## src/rtl/i2c_bus_monitor.sv

```systemverilog
// Passive I2C bus monitor: filters SCL/SDA, decodes START/ADDR/DATA/STOP into an Avalon-MM FIFO log.
// Optional level interrupt is built in when I2C_MON_IRQ_EN is defined.
module i2c_bus_monitor #(
  parameter int unsigned FILTER_LEN = 3,
  parameter int unsigned LOG_DEPTH  = 16
) (
  input  logic        clk,
  input  logic        reset,
  input  logic        scl_in,
  input  logic        sda_in,
  input  logic        chipselect,
  input  logic        read,
  input  logic        write,
  input  logic [1:0]  address,
  input  logic [31:0] writedata,
  output logic [31:0] readdata,
  output logic        irq
);

  localparam int unsigned AW = $clog2(LOG_DEPTH);
  localparam int unsigned CW = AW + 1;

  typedef enum logic [2:0] {StIdle, StAddr, StAddrAck, StData, StDataAck} state_e;

  // Line vectors: bit 0 is SCL, bit 1 is SDA.
  logic [1:0]    raw, sync1_q, sync2_q, filt_q, filt_prev_q;
  logic [3:0]    fcnt_q [2];
  logic          scl_f, sda_f, start_cond, stop_cond, scl_rise;

  state_e        state_q;
  logic [7:0]    shift_q;
  logic [2:0]    bit_cnt_q;
  logic          push_q;
  logic [10:0]   push_data_q;
  logic          frame_inc_q;

  logic [10:0]   mem_q [LOG_DEPTH];
  logic [AW-1:0] wr_ptr_q, rd_ptr_q;
  logic [CW-1:0] count_q;
  logic [6:0]    count7;
  logic          empty, full, push_ok, pop, busy;
  logic          wr_en, rd_en, log_rd, rd_prev_q;
  logic          overflow_q, enable_q, irq_en;
  logic [15:0]   frames_q;
  logic          unused_wdata;

  assign raw = {sda_in, scl_in};

  always_ff @(posedge clk) begin
    if (reset) begin
      sync1_q     <= 2'b11;
      sync2_q     <= 2'b11;
      filt_q      <= 2'b11;
      filt_prev_q <= 2'b11;
      for (int i = 0; i < 2; i++) fcnt_q[i] <= '0;
    end else begin
      sync1_q     <= raw;
      sync2_q     <= sync1_q;
      filt_prev_q <= filt_q;
      // Counter tracks consecutive samples that disagree with the filtered level.
      for (int i = 0; i < 2; i++) begin
        if (sync2_q[i] == filt_q[i]) begin
          fcnt_q[i] <= '0;
        end else if (fcnt_q[i] == 4'(FILTER_LEN - 1)) begin
          filt_q[i] <= sync2_q[i];
          fcnt_q[i] <= '0;
        end else begin
          fcnt_q[i] <= fcnt_q[i] + 4'd1;
        end
      end
    end
  end

  assign scl_f      = filt_q[0];
  assign sda_f      = filt_q[1];
  assign start_cond = scl_f && filt_prev_q[0] && filt_prev_q[1] && !sda_f;
  assign stop_cond  = scl_f && filt_prev_q[0] && !filt_prev_q[1] && sda_f;
  assign scl_rise   = scl_f && !filt_prev_q[0];
  assign busy       = (state_q != StIdle);

  always_ff @(posedge clk) begin
    if (reset) begin
      state_q     <= StIdle;
      shift_q     <= '0;
      bit_cnt_q   <= '0;
      push_q      <= 1'b0;
      push_data_q <= '0;
      frame_inc_q <= 1'b0;
    end else begin
      push_q      <= 1'b0;
      frame_inc_q <= 1'b0;
      if (!enable_q) begin
        state_q <= StIdle;
      end else if (stop_cond) begin
        push_q      <= 1'b1;
        push_data_q <= {2'b11, 9'b0};
        frame_inc_q <= 1'b1;
        state_q     <= StIdle;
      end else if (start_cond) begin
        push_q      <= 1'b1;
        push_data_q <= {2'b00, 9'b0};
        bit_cnt_q   <= '0;
        state_q     <= StAddr;
      end else if (scl_rise) begin
        unique case (state_q)
          StAddr, StData: begin
            shift_q   <= {shift_q[6:0], sda_f};
            bit_cnt_q <= bit_cnt_q + 3'd1;
            if (bit_cnt_q == 3'd7) state_q <= (state_q == StAddr) ? StAddrAck : StDataAck;
          end
          StAddrAck, StDataAck: begin
            push_q      <= 1'b1;
            push_data_q <= {(state_q == StAddrAck) ? 2'b01 : 2'b10, sda_f, shift_q};
            bit_cnt_q   <= '0;
            state_q     <= StData;
          end
          default: ;
        endcase
      end
    end
  end

  assign wr_en   = chipselect && write;
  assign rd_en   = chipselect && read;
  assign log_rd  = rd_en && (address == 2'd0);
  assign empty   = (count_q == '0);
  assign full    = (count_q == CW'(LOG_DEPTH));
  assign pop     = log_rd && !rd_prev_q && !empty;
  assign push_ok = push_q && (!full || pop);
  assign count7  = 7'(count_q);

  always_ff @(posedge clk) begin
    if (reset) begin
      wr_ptr_q   <= '0;
      rd_ptr_q   <= '0;
      count_q    <= '0;
      rd_prev_q  <= 1'b0;
      overflow_q <= 1'b0;
      enable_q   <= 1'b0;
      frames_q   <= '0;
    end else begin
      rd_prev_q <= log_rd;
      if (push_ok) begin
        mem_q[wr_ptr_q] <= push_data_q;
        wr_ptr_q        <= wr_ptr_q + AW'(1);
      end
      if (pop) rd_ptr_q <= rd_ptr_q + AW'(1);
      if (push_ok && !pop) count_q <= count_q + CW'(1);
      else if (!push_ok && pop) count_q <= count_q - CW'(1);
      if (wr_en && address == 2'd1 && writedata[10]) overflow_q <= 1'b0;
      // A dropped entry wins over a same-cycle clear so no overflow goes unreported.
      if (push_q && full && !pop) overflow_q <= 1'b1;
      if (wr_en && address == 2'd2) enable_q <= writedata[0];
      if (wr_en && address == 2'd3) frames_q <= '0;
      else if (frame_inc_q) frames_q <= frames_q + 16'd1;
    end
  end

`ifdef I2C_MON_IRQ_EN
  logic irq_en_q, irq_q;
  always_ff @(posedge clk) begin
    if (reset) begin
      irq_en_q <= 1'b0;
      irq_q    <= 1'b0;
    end else begin
      if (wr_en && address == 2'd2) irq_en_q <= writedata[1];
      irq_q <= irq_en_q && (!empty || overflow_q);
    end
  end
  assign irq_en = irq_en_q;
  assign irq    = irq_q;
`else
  assign irq_en = 1'b0;
  assign irq    = 1'b0;
`endif

  always_comb begin
    readdata = '0;
    if (rd_en) begin
      case (address)
        2'd0:    if (!empty) readdata = {1'b1, 20'b0, mem_q[rd_ptr_q]};
        2'd1:    readdata = {18'b0, sda_f, scl_f, busy, overflow_q, full, empty, 1'b0, count7};
        2'd2:    readdata = {30'b0, irq_en, enable_q};
        default: readdata = {16'b0, frames_q};
      endcase
    end
  end

  // Write-data bits that no register decodes.
  assign unused_wdata = ^{writedata[31:11], writedata[9:1]};

endmodule
```

## config.mk

```make
export PLATFORM = sky130hd
export DESIGN_NAME = i2c_bus_monitor
export DESIGN_NICKNAME = d
export VERILOG_FILES = /design/src/rtl/i2c_bus_monitor.sv
export SDC_FILE = /design/constraint.sdc
export NUM_CORES = 1
export LEC_CHECK = 0
export BUFFER_PORTS_ARGS = -buffer_cell sky130_fd_sc_hd__clkbuf_2
export CAP_MARGIN = 20
export CELL_PAD_IN_SITES_DETAIL_PLACEMENT = 0
export CELL_PAD_IN_SITES_GLOBAL_PLACEMENT = 1
export CORE_UTILIZATION = 40
export DETAILED_ROUTE_END_ITERATION = 10
export GPL_ROUTABILITY_DRIVEN = 0
export PLACE_DENSITY_LB_ADDON = 0.25
export SETUP_SLACK_MARGIN = 0.3
export SYNTH_ARGS = -nofsm -noshare
export SYNTH_HDL_FRONTEND = slang
export SYNTH_SLANG_ARGS = --single-unit
```

## constraint.sdc

```tcl
create_clock -name clk -period 4.23 [get_ports clk]
set_input_delay 0.6345 -clock clk [delete_from_list [all_inputs] [get_ports clk]]
set_output_delay 0.6345 -clock clk [all_outputs]
set_load 0.02 [all_outputs]
```

==> flow_summary.ini <==
[timing]
fmax_mhz = 274
hold_viol_final = 0
hold_ws_ps = 282
slew_violations = 0
finalSetupTns_ps = 0
worst_slew_pin_slew_ps = 789
maxSlewHeadroom = 0.473
finalCritPeriodShare = 0.862
worst_clock_skew_ps = 12.7
setup_slack_ps = 585
rsz0062_at_grt = no
setup_viol = 0
min_period_ps = 3650

[placement]
hpwl_um = 16700
place_area_um2 = 11500
port_buffers = 27
dpl_worst_slack_ps = 783

[clock_tree]
cts_tree = yes
clk_pin_slew_ps = 60
clk_path_buf_depth = 3
cts_max_level = 1
clock_latency_ps = 530
numCtsBuffers = 27
post_cts_buffers = 0
cts_resized = 0
ctsHoldBuffers = 0
cts_sinks = 255
clockRootBuffer = clkbuf_16

[global_route]
grt_overflow = 0
grt.total_usage = 0.174
grt_pass1_wl_um = 37400
grt_max_degree = 52
grt_pass1_vias = 6590
antenna_found_initial = 0

[detailed_routing]
wl_met2_um = 11600
wl_met3_um = 1270
drt_iter0_markers = 428
wl_met1_um = 10500
ant_nets = 0
routedWlPerCell_um = 19.8
dr.pass1.iters = 5
viasPerCell = 5.34
via_count = 6509
drc = 0
drt_wl_total_um = 24200
top_layer = met4

[floorplan]
start_util = 0.408
core_area_um2 = 26900
pin_count = 74
die_w_um = 167
die_area_um2 = 28100
die_h_um = 167
num_rows = 60

[setup_path]
crit_type = flop to output pin
critPathCaptureType = output pin
arrival_ps = 3010
cp_max_fo = 37
required_ps = 3600
startpoint_type = flop

[logic_synthesis]
synth_area_um2 = 11000
synthCells = 806
synth_seq_cells = 255
synth_cell_types = 59
synth_seq_area_share = 0.634
syn_area_per_cell_um2 = 13.6
synth-edff-count = 184
postSynth.asyncResetShare = 0
yosys_warnings = 0
synth_flop_cell = edfxtp_1

[final_layout]
layout_commonest_cell = edfxtp_1
mostFrequentLayoutCells = edfxtp_1 (184), mux2i_1 (75), nor2_1 (72)
antenna-diode-count = 0
nets = 915
design_area_um2 = 12400
drive_above_1_share = 0.166
syn_to_final_growth_pct = 13.2

[pwr]
peakVddDrop_uv = 235
powerDensity_nw_per_um2 = 423
p_leak_nw = 4.22

[flow_run]
cap_violations = 0

[worst_hold_path]
hp-class = input port to flop

[run_status]
status = complete, no violations
-- cells in the mapped netlist (3+ instances only) --
library cell	number	area, um2
xor2_1	16	140
and2_1	7	43.8
ha_1	16	200
clkbuf_1	18	67.6
or2_2	8	50.1
xnor2_1	12	105
and4_1	3	26.3
nor2b_1	8	50.1
dfxtp_1	71	1420
nand2b_1	5	31.3
or3_1	9	56.3
o21ai_0	29	145
nand3b_4	4	80.1
nor2_1	72	270
a31oi_1	11	68.8
nand3_1	18	90.1
buf_1	4	15.0
a21o_1	3	22.5
nand2_1	33	124
mux4_2	12	270
a22o_1	10	87.6
nand4_1	9	56.3
o22ai_1	6	37.5
mux2_2	6	67.6
buf_6	8	90.1
a21oi_1	44	220
mux2i_1	75	751
a211oi_1	3	22.5
nor3b_1	3	22.5
inv_1	12	45.0
buf_2	10	50.1
nor3_1	7	35.0
a2111oi_2	6	90.1
a22oi_1	15	113
buf_4	16	120
edfxtp_1	184	5530
and3_1	4	25.0
-- final timing paths --
kind | endpoint | startpoint | cells after the start | slack, ps
worst min-delay path | sync1_q[0]$_SDFF_PP1_ | scl_in | 2 | 280
worst min register to register | sync2_q[0]$_SDFF_PP1_ | sync1_q[0]$_SDFF_PP1_ | 1 | 410
worst max-delay path | readdata[5] | flop | 6 | 580
worst max register to register | count_q[4]$_SDFFE_PP0P_ | count_q[0]$_SDFFE_PP0P_ | 11 | 1270
-- kinds of logic (layout without fill, tap and decap cells) --
| group | count (synthesis) | after routing | synth area share |
|---|---|---|---|
| other | 2 | 24 | 0.000686 |
| adders and majority gates | 17 | 17 | 0.0201 |
| AOI/OAI and AO/OA | 143 | 143 | 0.0873 |
| and+or+nand+nor | 197 | 197 | 0.0964 |
| buffers and inverters | 70 | 119 | 0.0381 |
| muxes | 93 | 93 | 0.0994 |
| xor gates and xnor gates | 29 | 29 | 0.0239 |
| DFF | 255 | 255 | 0.634 |
-- critical path, cell delays in order (launching register included) --
cell      delay (ps)
dfxtp_4          760
buf_4            320
mux4_2           530
a22oi_1          210
nand2_1          210
a22o_1           270
clkbuf_2         160
-- metal layers --
metal | vias up | global-route usage
li1 | 3086 | -
met1 | 3232 | 0.222
met2 | 141 | 0.294
met3 | 50 | 0.0338
met4 | 0 | 0.0646
met5 | - | 0
-- registers in the layout, indices dropped and copies added (netlist names), 4 cells and up, named ones only --
| name | cells |
|---|---|
| mem_q | 176 |
| fcnt_q | 8 |
| count_q | 5 |
| wr_ptr_q | 4 |
| frames_q | 16 |
| shift_q | 8 |
| rd_ptr_q | 4 |
| push_data_q | 11 |
-- power breakdown --
part / internal [mW] / switching, mW
combinational: 0.0315 / 0.0690
clock: 1.53 / 0.954
sequential: 2.65 / 0.0102
-- per-stage QoR --
stage / std cells / total power [mW] / util
after floorplan: 828 / 2.80 / -
after global placement: 1168 / 2.81 / 0.426
after detailed placement: 1169 / 2.82 / 0.427
after CTS: 1218 / 5.30 / 0.462
after global routing: 1218 / 5.40 / 0.462
final: 1218 / 5.25 / 0.462
-- cell type report --
cell class                      instances  area (um2)
Clock inverter                         21         260
Tap cell                              341         427
Fill cell                            2372       14500
Clock buffer                           28         679
Inverter                               12        45.0
Multi-Input combinational cell        503        3670
Timing Repair Buffer                   58         372
Sequential cell                       255        6950
Note: power is estimated with default switching activity, not from simulation.
